## src/rtl/serial_sum_pkg.sv

```systemverilog
// Shared types and sizing for the serial sum collector slice.
package serial_sum_pkg;

    // Default number of sum bits per word.
    localparam int WIDTH_DEF = 8;

    // Bit counter width: it must be able to hold the value WIDTH itself.
    function automatic int cnt_width(input int width);
        return $clog2(width + 1);
    endfunction

    typedef enum logic [1:0] {
        IDLE    = 2'd0,
        COLLECT = 2'd1,
        HOLD    = 2'd2
    } state_t;

endpackage

```

## src/rtl/sum_sipo.sv

```systemverilog
// WIDTH-bit indexed-load register: assembles the serial sum bits of one word.
// A 'first' load starts a fresh word, so the bits of any earlier word are zeroed.
module sum_sipo
    import serial_sum_pkg::*;
#(
    parameter int WIDTH = WIDTH_DEF,
    parameter int IDX_W = cnt_width(WIDTH_DEF)
) (
    input  logic             clk,
    input  logic             clr,
    input  logic             ld,
    input  logic             first,
    input  logic [IDX_W-1:0] idx,
    input  logic             d,
    output logic [WIDTH-1:0] q
);

    // Clear, start a new word at bit 0, or store one bit at the index given.
    always_ff @(posedge clk) begin
        if (clr) begin
            q <= '0;
        end else if (ld) begin
            if (first) begin
                q    <= '0;
                q[0] <= d;
            end else begin
                for (int i = 0; i < WIDTH; i++) begin
                    if (idx == IDX_W'(i)) begin
                        q[i] <= d;
                    end
                end
            end
        end
    end

endmodule

```

## src/rtl/serial_sum_collector.sv

```systemverilog
// Deserialises the bit-level adder's sum stream (LSB first) into WIDTH-bit
// words, captures the carry of the last bit, and offers each word on a
// valid/ready output. Framing errors and overruns are reported as sticky flags.
//
// Output handshake: word_valid is a registered signal that is high exactly
// while a completed word is held. It never depends on word_ready in the same
// cycle. A word transfers on any rising edge where word_valid and word_ready
// are both high. word_out and carry_out do not change while word_valid is high
// and no transfer has taken place.
module serial_sum_collector
    import serial_sum_pkg::*;
#(
    parameter int WIDTH = WIDTH_DEF,
    parameter int CNT_W = cnt_width(WIDTH)
) (
    input  logic             clk,
    input  logic             reset,
    input  logic             bit_valid,
    input  logic             frame_start,
    input  logic             s_in,
    input  logic             q_in,
    input  logic             clr_err,
    output logic [WIDTH-1:0] word_out,
    output logic             carry_out,
    output logic             word_valid,
    input  logic             word_ready,
    output logic             busy,
    output logic [CNT_W-1:0] bit_count,
    output logic             framing_err,
    output logic             overrun
);

    localparam logic [CNT_W-1:0] LAST_IDX = CNT_W'(WIDTH - 1);
    localparam logic [CNT_W-1:0] ONE      = CNT_W'(1);

    state_t           state, state_n;
    logic [CNT_W-1:0] count_n;
    logic             ld, first, carry_ld, set_fe, set_ov, xfer;

    assign xfer = word_valid & word_ready;
    assign busy = (state != IDLE);

    sum_sipo #(
        .WIDTH (WIDTH),
        .IDX_W (CNT_W)
    ) u_sipo (
        .clk   (clk),
        .clr   (reset),
        .ld    (ld),
        .first (first),
        .idx   (bit_count),
        .d     (s_in),
        .q     (word_out)
    );

    // Next-state, bit counter and load strobes. s_in/q_in are only consumed
    // under bit_valid, so junk on them in idle cycles never reaches a register.
    always_comb begin
        state_n  = state;
        count_n  = bit_count;
        ld       = 1'b0;
        first    = 1'b0;
        carry_ld = 1'b0;
        set_fe   = 1'b0;
        set_ov   = 1'b0;
        case (state)
            IDLE: begin
                if (bit_valid) begin
                    if (frame_start) begin
                        ld      = 1'b1;
                        first   = 1'b1;
                        count_n = ONE;
                        if (WIDTH == 1) begin
                            carry_ld = 1'b1;
                            state_n  = HOLD;
                        end else begin
                            state_n  = COLLECT;
                        end
                    end else begin
                        set_fe = 1'b1;
                    end
                end
            end
            COLLECT: begin
                if (bit_valid) begin
                    ld = 1'b1;
                    if (frame_start) begin
                        // Restart: the partial word is thrown away.
                        first   = 1'b1;
                        count_n = ONE;
                        set_fe  = 1'b1;
                    end else begin
                        count_n = bit_count + ONE;
                        if (bit_count == LAST_IDX) begin
                            carry_ld = 1'b1;
                            state_n  = HOLD;
                        end
                    end
                end
            end
            HOLD: begin
                if (xfer) begin
                    if (bit_valid && frame_start) begin
                        // Next word starts in the transfer cycle: no bubble.
                        ld      = 1'b1;
                        first   = 1'b1;
                        count_n = ONE;
                        if (WIDTH == 1) begin
                            carry_ld = 1'b1;
                            state_n  = HOLD;
                        end else begin
                            state_n  = COLLECT;
                        end
                    end else begin
                        // A stray non-start bit here is treated like one seen in IDLE.
                        set_fe  = bit_valid;
                        count_n = '0;
                        state_n = IDLE;
                    end
                end else if (bit_valid) begin
                    set_ov = 1'b1;
                end
            end
            default: begin
                count_n = '0;
                state_n = IDLE;
            end
        endcase
    end

    // State, counter, carry, registered word_valid and sticky error flags.
    always_ff @(posedge clk) begin
        if (reset) begin
            state       <= IDLE;
            bit_count   <= '0;
            carry_out   <= 1'b0;
            word_valid  <= 1'b0;
            framing_err <= 1'b0;
            overrun     <= 1'b0;
        end else begin
            state      <= state_n;
            bit_count  <= count_n;
            word_valid <= (state_n == HOLD);
            if (carry_ld) begin
                carry_out <= q_in;
            end
            if (set_fe) begin
                framing_err <= 1'b1;
            end else if (clr_err) begin
                framing_err <= 1'b0;
            end
            if (set_ov) begin
                overrun <= 1'b1;
            end else if (clr_err) begin
                overrun <= 1'b0;
            end
        end
    end

endmodule

```

## config.mk

```make
export PLATFORM = sky130hd
export DESIGN_NAME = serial_sum_collector
export DESIGN_NICKNAME = d
export VERILOG_FILES = /design/src/rtl/serial_sum_pkg.sv /design/src/rtl/sum_sipo.sv /design/src/rtl/serial_sum_collector.sv
export SDC_FILE = /design/constraint.sdc
export NUM_CORES = 1
export LEC_CHECK = 0
export ABC_AREA = 0
export ABC_CLOCK_PERIOD_IN_PS = 1800
export BUFFER_PORTS_ARGS = -buffer_cell sky130_fd_sc_hd__buf_4
export CORE_MARGIN = 2
export CORE_UTILIZATION = 55
export CTS_BUF_LIST = sky130_fd_sc_hd__clkbuf_4
export DETAILED_ROUTE_END_ITERATION = 7
export GPL_ROUTABILITY_DRIVEN = 0
export GPL_TIMING_DRIVEN = 0
export PLACE_DENSITY_LB_ADDON = 0.05
export SLEW_MARGIN = 40
export SYNTH_ARGS = -nofsm -noshare
export SYNTH_HDL_FRONTEND = slang
export SYNTH_SLANG_ARGS = --single-unit
```

## constraint.sdc

```tcl
create_clock -name clk -period 1.8 [get_ports clk]
set_clock_uncertainty 0.2 [all_clocks]
set_input_delay 0.27 -clock clk [delete_from_list [all_inputs] [get_ports clk]]
set_output_delay 0.27 -clock clk [all_outputs]
set_load 0.1 [all_outputs]
```

==> insert_results.sql, run 1 <==
INSERT INTO impl_metrics (metric_group, metric, value, unit) VALUES
('drt', 'detail-route-antenna-nets', '0', ''),
('synth', 'synth-edff-count', '0', ''),
('clock_network', 'root_buffer', 'sky130_fd_sc_hd__clkbuf_4', ''),
('worst_setup_path', 'worst-setup-path-type', 'reg2out', ''),
('finish', 'fill_cells', '165', ''),
('sta', 'max_slew_margin', '68.5', '%'),
('run_status', 'status', 'complete, no violations', ''),
('floorplanning', 'die_area', '2370', 'um^2'),
('pwr', 'power_density', '578', 'nW/um^2'),
('placed_design', 'io_buffer_count', '22', ''),
('pwr', 'max_rail_drop_vdd', '427', 'uV'),
('clock_network', 'numCtsBuffers', '3', ''),
('pwr', 'leakage', '0.558', 'nW'),
('clock_network', 'clk_latency', '0.30', 'ns'),
('synth', 'yosys_most_used_dff', 'sky130_fd_sc_hd__dfxtp_1', ''),
('placed_design', 'dpl.hpwl', '1840', 'um'),
('grt', 'largest_net_degree_at_the_start_of_global_routing', '11', ''),
('sta', 'clock.fmax', '0.588', 'GHz'),
('grt', 'wire_length_of_the_first_global_routing_pass', '3970', 'um'),
('sta', 'final_cycle_share', '94.5', '%'),
('worst_setup_path', 'critical_path.endpoint', 'busy', ''),
('drt', 'routed_wl', '2560', 'um'),
('floorplanning', 'placeableCoreArea', '1920', 'um^2'),
('floorplanning', 'height_of_the_die', '48.7', 'um'),
('synth', 'synth-async-reset-ratio', '0', '%'),
('worst_setup_path', 'worstSetupStartpointType', 'flop', ''),
('synth', 'synth_cell_type_count', '45', ''),
('clock_network', 'cts_resized', '2', ''),
('sta', 'final_max_slew_viol_count', '0', ''),
('finish', 'drive_gt1_share', '32.7', '%'),
('worst_setup_path', 'critPathSlowestCell', 'sky130_fd_sc_hd__dfxtp_2', ''),
('grt', 'grt_util_all_layers', '21.5', '%'),
('grt', 'grt_pass1_vias', '894', ''),
('hold_path', 'hold_start', 's_in', ''),
('sta', 'setup_violations', '0', ''),
('grt', 'overflow_left_after_global_routing', '0', ''),
('sta', 'finalHoldViolCount', '0', ''),
('floorplanning', 'num_io_pins', '25', ''),
('finish', 'multi_input_area', '634', 'um^2'),
('drt', 'vias', '1080', ''),
('synth', 'synth_nets', '133', ''),
('drt', 'routed_via_density', '6.21', ''),
('worst_setup_path', 'timing.critical_path.max_delay_family', 'flip-flops', ''),
('finish', 'area_growth_syn_to_layout', '23.3', '%'),
('clock_network', 'htree_num_levels', '1', ''),
('worst_setup_path', 'timing.critical_path.buf_inv', '2', ''),
('pwr', 'total_power', '0.783', 'mW'),
('worst_setup_path', 'worstPathRequired', '1.33', 'ns'),
('sta', 'worstMarginPinSlew', '0.473', 'ns'),
('drt', 'dr.pass1.iters', '4', ''),
('worst_setup_path', 'startpoint', 'state[0]', ''),
('clock_network', 'number_of_buffers_on_the_longest_clock_path', '2', ''),
('drt', 'initialDrtViolationCount', '35', ''),
('floorplanning', 'chipWidth', '48.7', 'um'),
('clock_network', 'cts_clk_pin_slew_worst_paths', '0.11', 'ns'),
('synth', 'synth.ff_latch_count', '18', ''),
('grt', 'grt_antenna_before_repair', '0', ''),
('finish', 'diodes', '0', ''),
('sta', 'grt_setup_unrepaired', 'no', ''),
('drt', 'drc_violations', '0', ''),
('drt', 'routed_wire_length_per_instance', '14.7', 'um'),
('worst_setup_path', 'path_cells', 'clkbuf_4 -> or2_4 -> buf_12', ''),
('synth', 'synth-seq-area-share', '32.8', '%'),
('floorplanning', 'rows', '16', ''),
('floorplanning', 'floorplan.initialDensity', '57.2', '%'),
('synth', 'yosys.area.top_type_share', '32.8', '%'),
('synth', 'yosysWarnings', '0', ''),
('worst_setup_path', 'rrSetupSlack', '0.1', 'ns'),
('worst_setup_path', 'rr_worst_depth', '4', ''),
('finish', 'fin_nets', '160', ''),
('run', 'drv.max_cap_violation_count', '0', '');
## worst min path at each step
stage | slack, ns | depth (start not counted) | endpoint
floorplan | 0.21 | 2 | u_sipo.q[0]
global placement | 0.25 | 2 | u_sipo.q[5]
detailed placement | 0.25 | 2 | u_sipo.q[6]
CTS | 0.01 | 3 | u_sipo.q[0]
global route | 0.02 | 3 | carry_out
finish | 0.02 | 3 | u_sipo.q[0]
## metrics by stage
stage                     cell area (um^2)  setup WS [ns]  util (%)  hold WS [ns]  instances
after floorplan                       1110        0.00294         -         0.209        121
after global placement                1310          0.178      68.1         0.246        170
after detailed placement              1310          0.152      68.1         0.249        170
after CTS                             1340         0.0180      69.7        0.0150        174
after global routing                  1360         0.0169      70.5        0.0212        174
final                                 1360         0.0998      70.5        0.0216        174
## final cells by class
class                   instances  area share (%)
plain buffers                  13            6.46
clock buffers                   3            1.66
repair buffers                 22            13.1
inverters                       6            1.66
well taps                      27            2.49
multi-input cells              84            46.8
clock inverters                 1           0.277
flip-flops and latches         18            27.5
## synth_stat cells, drive strengths merged (3+ instances only)
cell     number
a32o          4
a21oi         4
a31oi         6
clkbuf        4
buf           9
nor4bb        4
nor2b         4
o22a          3
o2111ai       3
nand2b        3
inv           5
nor2          5
o21ai         6
nand2         6
and4b         5
o22ai         5
dfxtp        18
ha            4
a32oi         3
## sequential cells by signal, indices dropped and copies added (netlist names)
register and cells:
u_sipo.q 8, framing_err 1, carry_out 1, state 2, bit_count 4, word_valid 1
overrun 1
## cells in the final DEF, fill, tap and decap left out, types with 3 or more instances in the layout
cell / count
sky130_fd_sc_hd__a32oi_1: 3
sky130_fd_sc_hd__buf_2: 4
sky130_fd_sc_hd__clkbuf_4: 4
sky130_fd_sc_hd__nor2b_1: 3
sky130_fd_sc_hd__buf_4: 22
sky130_fd_sc_hd__dfxtp_1: 12
sky130_fd_sc_hd__ha_1: 4
sky130_fd_sc_hd__o22a_2: 3
sky130_fd_sc_hd__inv_1: 5
sky130_fd_sc_hd__a32o_1: 4
sky130_fd_sc_hd__o21ai_0: 3
sky130_fd_sc_hd__clkbuf_1: 3
sky130_fd_sc_hd__nand2_1: 6
sky130_fd_sc_hd__o22ai_1: 5
sky130_fd_sc_hd__and4b_1: 5
sky130_fd_sc_hd__nand2b_1: 3
sky130_fd_sc_hd__nor2_1: 5
sky130_fd_sc_hd__nor4bb_1: 4
sky130_fd_sc_hd__o21ai_1: 3
sky130_fd_sc_hd__a21oi_1: 4
sky130_fd_sc_hd__dfxtp_2: 4
sky130_fd_sc_hd__a31oi_1: 6
sky130_fd_sc_hd__o2111ai_1: 3
## power by group
part	switching (mW)	internal, mW
clock	0.128	0.0808
combinational	0.108	0.0566
sequential	0.00599	0.404
## worst min-delay path, cell delays in order
cell and delay [ns]:
sky130_fd_sc_hd__buf_4 0.11, sky130_fd_sc_hd__nand2_1 0.05, sky130_fd_sc_hd__mux2i_1 0.05
## kinds of logic (layout without fill, tap and decap cells)
group / after synthesis / after routing / synth area share [%]
compound gates: 42 / 42 / 27.8
simple gates: 37 / 37 / 24.3
buf+inv: 19 / 45 / 9.68
flops: 18 / 18 / 32.8
fa+ha+maj: 4 / 4 / 4.56
mux: 1 / 1 / 0.911
## layer usage
layer  share of wire, %  routed length (um)  global-route usage (%)  up-vias
met3                3.7                  94                    4.01        5
li1                   -                   -                       -      520
met2                 50                1290                    35.2       26
met5                  0                   0                       0        -
met1                 45                1150                    27.6      529
met4                1.1                  27                    9.52        0
Note: power is estimated with default switching activity, not from simulation.
==> run 2: changes to the inputs <==
--- a/config.mk
+++ b/config.mk
@@ -8,8 +8,10 @@
 export ABC_AREA = 0
 export ABC_CLOCK_PERIOD_IN_PS = 1800
 export BUFFER_PORTS_ARGS = -buffer_cell sky130_fd_sc_hd__buf_4
+export CELL_PAD_IN_SITES_DETAIL_PLACEMENT = 0
+export CELL_PAD_IN_SITES_GLOBAL_PLACEMENT = 1
 export CORE_MARGIN = 2
-export CORE_UTILIZATION = 55
+export CORE_UTILIZATION = 41
 export CTS_BUF_LIST = sky130_fd_sc_hd__clkbuf_4
 export DETAILED_ROUTE_END_ITERATION = 7
 export GPL_ROUTABILITY_DRIVEN = 0
==> insert_results.sql, run 2 (synthesis results as in run 1) <==
INSERT INTO impl_metrics (metric_group, metric, value, unit) VALUES
('run_status', 'status', 'complete, no violations', ''),
('floorplanning', 'rows', '18', ''),
('grt', 'largest_net_degree_at_the_start_of_global_routing', '11', ''),
('worst_setup_path', 'timing.rr.end', 'u_sipo.q[2]', ''),
('pwr', 'max_rail_drop_vdd', '424', 'uV'),
('hold_path', 'whs_path_depth', '3', ''),
('finish', 'postLayoutCellArea', '1360', 'um^2'),
('floorplanning', 'chipWidth', '55.8', 'um'),
('drt', 'initialDrtViolationCount', '15', ''),
('worst_setup_path', 'critPathSlowestCell', 'sky130_fd_sc_hd__dfxtp_2', ''),
('floorplanning', 'floorplan.initialDensity', '43.9', '%'),
('clock_network', 'root_buffer', 'sky130_fd_sc_hd__clkbuf_4', ''),
('sta', 'max_slew_margin', '65.4', '%'),
('finish', 'final_util', '54.4', '%'),
('finish', 'storage_element_area', '373', 'um^2'),
('drt', 'met3_wirelength', '103', 'um'),
('grt', 'grt_antenna_before_repair', '0', ''),
('clock_network', 'numCtsBuffers', '3', ''),
('worst_setup_path', 'worst-setup-path-type', 'reg2out', ''),
('sta', 'finalHoldViolCount', '0', ''),
('pwr', 'leakage', '0.561', 'nW'),
('floorplanning', 'die_area', '3110', 'um^2'),
('worst_setup_path', 'timing.critical_path.max_delay_family', 'flip-flops', ''),
('grt', 'overflow_left_after_global_routing', '0', ''),
('pwr', 'comb_power_share', '21.1', '%'),
('sta', 'period_needed', '1.71', 'ns'),
('worst_setup_path', 'critical_path_arrival', '1.24', 'ns'),
('drt', 'highest_layer', 'met4', ''),
('placed_design', 'io_buffer_count', '22', ''),
('drt', 'routed_wire_length_per_instance', '15.6', 'um'),
('pwr', 'seq_power_share', '52.2', '%'),
('clock_network', 'clock_sinks', '18', ''),
('finish', 'diodes', '0', ''),
('worst_setup_path', 'rr_worst_depth', '5', ''),
('clock_network', 'cts_clk_pin_slew_worst_paths', '0.11', 'ns'),
('hold_path', 'worst_hold_path.endpoint', 'u_sipo.q[0]', ''),
('floorplanning', 'height_of_the_die', '55.8', 'um'),
('sta', 'grt_setup_unrepaired', 'no', ''),
('sta', 'final_cycle_share', '95.0', '%'),
('hold_path', 'hold_start', 's_in', ''),
('finish', 'commonest_non_fill_non_tap_cell_in_the_layout', 'sky130_fd_sc_hd__buf_4', ''),
('worst_setup_path', 'rrSetupSlack', '0.14', 'ns'),
('worst_setup_path', 'worstSetupStartpointType', 'flop', ''),
('grt', 'grt_pass1_vias', '998', ''),
('drt', 'drc_violations', '0', ''),
('grt', 'grt_util_all_layers', '18.9', '%'),
('clock_network', 'cts_tree', 'built', ''),
('finish', 'reg_with_most_ffs', 'u_sipo.q', ''),
('drt', 'routed_wl', '2770', 'um'),
('drt', 'routed_length_on_met1', '1380', 'um'),
('sta', 'tns', '0', 'ns'),
('worst_setup_path', 'path_cells', 'clkbuf_4 -> or2_4 -> buf_12', ''),
('run', 'drv.max_cap_violation_count', '0', ''),
('finish', 'area_growth_syn_to_layout', '23.8', '%'),
('placed_design', 'dpl-instance-area', '1310', 'um^2'),
('finish', 'fin_nets', '160', ''),
('worst_setup_path', 'critical_path.reg2reg.startpoint', 'bit_count[0]', ''),
('grt', 'wire_length_of_the_first_global_routing_pass', '4730', 'um'),
('pwr', 'internal', '0.541', 'mW'),
('clock_network', 'cts-hold-fix-buffers', '0', ''),
('finish', 'fill_cells', '265', ''),
('pwr', 'p_clk_share', '26.8', '%'),
('drt', 'vias', '1036', ''),
('worst_setup_path', 'cp_max_fo', '10', ''),
('drt', 'dr.pass1.iters', '4', ''),
('finish', 'number_of_flip_flops_under_the_largest_register_name', '8', ''),
('worst_setup_path', 'slowest_cell_delay_on_critical_path', '0.34', 'ns'),
('finish', 'multi_input_area', '634', 'um^2'),
('sta', 'clock.fmax', '0.585', 'GHz'),
('pwr', 'power.share.switching', '31.1', '%'),
('finish', 'drive_gt1_share', '33.3', '%'),
('clock_network', 'clk_latency', '0.30', 'ns'),
('floorplanning', 'placeableCoreArea', '2500', 'um^2'),
('finish', 'regs_by_ff_count', 'u_sipo.q: 8 flops, bit_count: 4 flops, state: 2 flops', ''),
('sta', 'setup_violations', '0', ''),
('worst_setup_path', 'worstPathRequired', '1.33', 'ns'),
('clock_network', 'htree_num_levels', '1', ''),
('hold_path', 'timing.hold.worst.class', 'in2reg', ''),
('sta', 'hold_worst_slack', '0.0186', 'ns'),
('drt', 'met2_wirelength', '1260', 'um'),
('clock_network', 'number_of_buffers_on_the_longest_clock_path', '2', ''),
('finish', 'layout_common_cells', 'sky130_fd_sc_hd__buf_4, sky130_fd_sc_hd__dfxtp_1, sky130_fd_sc_hd__a31oi_1, sky130_fd_sc_hd__nand2_1', ''),
('placed_design', 'dpl.hpwl', '2000', 'um'),
('worst_setup_path', 'timing.critical_path.buf_inv', '2', ''),
('sta', 'final_max_slew_viol_count', '0', ''),
('floorplanning', 'num_io_pins', '25', ''),
('pwr', 'power_density', '577', 'nW/um^2'),
('sta', 'worstMarginPinSlew', '0.520', 'ns'),
('drt', 'detail-route-antenna-nets', '0', ''),
('worst_setup_path', 'critical_path_capture_point_type', 'primary output', ''),
('pwr', 'power_switching', '0.244', 'mW'),
('drt', 'routed_via_density', '5.85', '');
-- run 2: changes by cell type in the layout (fill, tap and decap cells not counted) --
cell                       before  now
sky130_fd_sc_hd__clkbuf_1       3    2
sky130_fd_sc_hd__clkbuf_2       0    1
-- run 2: how the worst max path moves through the flow --
stage | start | cells past startpoint | to
final | state[0] | 3 | busy
after global routing | bit_count[1] | 5 | u_sipo.q[1]
after CTS | state[0] | 3 | busy
after detailed placement | state[0] | 4 | u_sipo.q[0]
after global placement | state[0] | 4 | u_sipo.q[0]
after floorplan | word_valid | 5 | u_sipo.q[2]
-- run 2: routing by layer --
metal	vias to the layer above	track usage (%)
li1	521	-
met1	491	25.2
met2	22	30.6
met3	2	3.02
met4	0	6.97
met5	-	0
-- run 2: through the flow --
stage | std cells | total power, mW | setup WS, ns
after floorplan | 121 | 0.535 | 0.00294
after global placement | 173 | 0.575 | 0.105
after detailed placement | 173 | 0.577 | 0.131
after CTS | 177 | 0.793 | 0.00227
after global routing | 177 | 0.828 | 0.0103
final | 177 | 0.785 | 0.0906
-- run 2: what timing repair did --
item | in CTS | in global routing
buffers inserted | 0 | 0
hold endpoints to repair | 0 | 0
setup endpoints to repair | 1 | 6
gates resized for setup | 2 | 8
cloned | 0 | 0
-- run 2: cell type report --
cell class / count / area share (%)
Inverter: 6 / 1.66
Sequential cell: 18 / 27.4
Timing Repair Buffer: 22 / 13.1
Clock buffer: 3 / 1.66
Tap cell: 30 / 2.76
Clock inverter: 1 / 0.276
Multi-Input combinational cell: 84 / 46.6
Buffer: 13 / 6.53
-- run 2: tightest hold or removal path: cells and delay by family --
family	cells	cell delay, ns
muxes	1	0.05
and+or+nand+nor	1	0.04
buffers and inverters	1	0.11
-- run 2: power groups by stage --
stage               clock network (mW)  logic, mW  registers, mW
floorplan                            0     0.0803          0.455
global placement                     0      0.157          0.418
detailed placement                   0      0.158          0.418
CTS                              0.223      0.161          0.409
global route                     0.240      0.177          0.411
finish                           0.210      0.166          0.410
==> run 3: changes to the inputs <==
--- a/config.mk
+++ b/config.mk
@@ -16,7 +16,7 @@
 export DETAILED_ROUTE_END_ITERATION = 7
 export GPL_ROUTABILITY_DRIVEN = 0
 export GPL_TIMING_DRIVEN = 0
-export PLACE_DENSITY_LB_ADDON = 0.05
+export PLACE_DENSITY = 0.87
 export SLEW_MARGIN = 40
 export SYNTH_ARGS = -nofsm -noshare
 export SYNTH_HDL_FRONTEND = slang
==> insert_results.sql, run 3 (synthesis results as in run 1) <==
INSERT INTO impl_metrics (metric_group, metric, value, unit) VALUES
('finish', 'diodes', '0', ''),
('worst_setup_path', 'worst-setup-path-type', 'reg2out', ''),
('drt', 'vias', '1050', ''),
('worst_setup_path', 'rrSetupSlack', '0.16', 'ns'),
('grt', 'grt_antenna_before_repair', '0', ''),
('grt', 'grt_util_all_layers', '18.5', '%'),
('grt', 'overflow_left_after_global_routing', '0', ''),
('pwr', 'max_rail_drop_vdd', '416', 'uV'),
('sta', 'worstMarginPinSlew', '0.460', 'ns'),
('worst_setup_path', 'timing.critical_path.max_delay_family', 'flip-flops', ''),
('run', 'drv.max_cap_violation_count', '0', ''),
('pwr', 'total_power', '0.808', 'mW'),
('finish', 'drive_gt1_share', '34.0', '%'),
('floorplanning', 'height_of_the_die', '55.8', 'um'),
('finish', 'regs_by_ff_count', 'u_sipo.q: 8 flops, bit_count: 4 flops, state: 2 flops', ''),
('clock_network', 'root_buffer', 'sky130_fd_sc_hd__clkbuf_4', ''),
('sta', 'final_cycle_share', '96.0', '%'),
('run_status', 'status', 'complete, no violations', ''),
('clock_network', 'clock_sinks', '18', ''),
('drt', 'initialDrtViolationCount', '29', ''),
('worst_setup_path', 'critPathSlowestCell', 'sky130_fd_sc_hd__dfxtp_2', ''),
('sta', 'tns', '0', 'ns'),
('finish', 'final_util', '54.6', '%'),
('worst_setup_path', 'timing.critical_path.buf_inv', '2', ''),
('placed_design', 'io_buffer_count', '22', ''),
('floorplanning', 'chipWidth', '55.8', 'um'),
('finish', 'storage_element_area', '373', 'um^2'),
('drt', 'drc_violations', '0', ''),
('drt', 'detail-route-antenna-nets', '0', ''),
('sta', 'finalHoldViolCount', '0', ''),
('sta', 'setup_violations', '0', ''),
('finish', 'area_growth_syn_to_layout', '24.1', '%'),
('drt', 'dr.pass1.iters', '5', ''),
('finish', 'reg_with_most_ffs', 'u_sipo.q', ''),
('floorplanning', 'num_io_pins', '25', ''),
('pwr', 'power_switching', '0.246', 'mW'),
('pwr', 'comb_power_share', '20.5', '%'),
('floorplanning', 'placeableCoreArea', '2500', 'um^2'),
('sta', 'hold_worst_slack', '0.0307', 'ns'),
('drt', 'routed_via_density', '5.93', ''),
('pwr', 'seq_power_share', '50.8', '%'),
('sta', 'grt_setup_unrepaired', 'no', ''),
('drt', 'routed_wl', '2790', 'um'),
('sta', 'clock.fmax', '0.578', 'GHz'),
('grt', 'grt_pass1_vias', '965', ''),
('hold_path', 'timing.hold.worst.class', 'in2reg', ''),
('pwr', 'power_density', '592', 'nW/um^2'),
('floorplanning', 'die_area', '3110', 'um^2'),
('clock_network', 'clk_latency', '0.30', 'ns'),
('clock_network', 'numCtsBuffers', '3', ''),
('sta', 'period_needed', '1.73', 'ns'),
('clock_network', 'htree_num_levels', '1', ''),
('finish', 'multi_input_area', '634', 'um^2'),
('sta', 'max_slew_margin', '69.3', '%'),
('worst_setup_path', 'slowest_cell_delay_on_critical_path', '0.35', 'ns'),
('worst_setup_path', 'critical_path_arrival', '1.26', 'ns'),
('finish', 'fill_cells', '240', ''),
('grt', 'largest_net_degree_at_the_start_of_global_routing', '11', ''),
('pwr', 'p_clk_share', '28.7', '%'),
('floorplanning', 'rows', '18', ''),
('worst_setup_path', 'worstSetupStartpointType', 'flop', ''),
('grt', 'wire_length_of_the_first_global_routing_pass', '4640', 'um'),
('pwr', 'internal', '0.562', 'mW'),
('finish', 'postLayoutCellArea', '1360', 'um^2'),
('worst_setup_path', 'path_cells', 'clkbuf_4 -> or2_4 -> buf_12', ''),
('worst_setup_path', 'cp_max_fo', '10', ''),
('drt', 'routed_wire_length_per_instance', '15.8', 'um'),
('clock_network', 'number_of_buffers_on_the_longest_clock_path', '2', ''),
('pwr', 'power.share.switching', '30.4', '%'),
('finish', 'fin_nets', '160', ''),
('sta', 'final_max_slew_viol_count', '0', ''),
('finish', 'number_of_flip_flops_under_the_largest_register_name', '8', ''),
('placed_design', 'dpl-instance-area', '1310', 'um^2'),
('placed_design', 'dpl.hpwl', '1970', 'um'),
('floorplanning', 'floorplan.initialDensity', '43.9', '%'),
('finish', 'commonest_non_fill_non_tap_cell_in_the_layout', 'sky130_fd_sc_hd__buf_4', ''),
('finish', 'layout_common_cells', 'sky130_fd_sc_hd__buf_4, sky130_fd_sc_hd__dfxtp_1, sky130_fd_sc_hd__a31oi_1, sky130_fd_sc_hd__nand2_1', ''),
('worst_setup_path', 'critical_path_capture_point_type', 'primary output', ''),
('pwr', 'leakage', '0.564', 'nW'),
('clock_network', 'cts_clk_pin_slew_worst_paths', '0.11', 'ns'),
('worst_setup_path', 'worstPathRequired', '1.33', 'ns'),
('clock_network', 'cts-hold-fix-buffers', '0', ''),
('clock_network', 'cts_tree', 'built', '');
## run 3: cell count changes in the layout (fill, tap and decap cells not counted)
cell	before	now
sky130_fd_sc_hd__clkbuf_4	4	5
sky130_fd_sc_hd__clkinv_1	2	1
## run 3: metrics by stage
stage                     setup slack, ns  cells
final                              0.0712    177
after global placement              0.155    173
after detailed placement            0.123    173
after floorplan                   0.00294    121
after CTS                         0.00734    177
after global routing              0.00856    177
## run 3: repair_timing
action,4_1_cts,5_1_grt
buffers inserted,0,0
cloned,0,0
gates resized for setup,3,6
endpoints found under the setup margin,1,4
pin swaps,0,0
hold endpoints to repair,0,0
## run 3: area by class of cell
| type | count | area share (%) |
|---|---|---|
| buffer | 13 | 6.51 |
| clock buffer | 4 | 2.20 |
| inverter | 6 | 1.65 |
| multi-input combinational | 84 | 46.5 |
| sequential | 18 | 27.3 |
| tap | 30 | 2.75 |
| timing repair buffer | 22 | 13.0 |
## run 3: worst paths after layout
kind / start / endpoint / cells past startpoint
worst max-delay path: state[0] / busy / 3
worst min-delay path: q_in / carry_out / 3
worst max register to register: bit_count[0] / u_sipo.q[3] / 4
worst min register to register: u_sipo.q[6] / u_sipo.q[6] / 2
## run 3: power groups by stage
stage	Combinational (mW)	Clock, mW	Sequential (mW)
2_1_floorplan	0.0803	0	0.455
3_5_place_dp	0.157	0	0.419
3_3_place_gp	0.156	0	0.419
4_1_cts	0.160	0.241	0.410
6_report	0.166	0.232	0.410
5_1_grt	0.177	0.252	0.412
## run 3: worst reg2reg max path, delay by kind of cell, from the launching register on
family / cells / cell delay, ns
adders and majority gates: 1 / 0.27
AOI/OAI and AO/OA: 2 / 0.40
DFF: 1 / 0.40
and+or+nand+nor: 1 / 0.27
## run 3: metal layers
layer  up-vias  share of wire (%)  global-route usage [%]  wire [um]
met1       494                 47                    25.1       1300
met4         0                1.6                    7.32         46
li1        517                  -                       -          -
met3         5                4.3                    2.09        119
met5         -                  0                       0          0
met2        34                 48                    29.9       1330
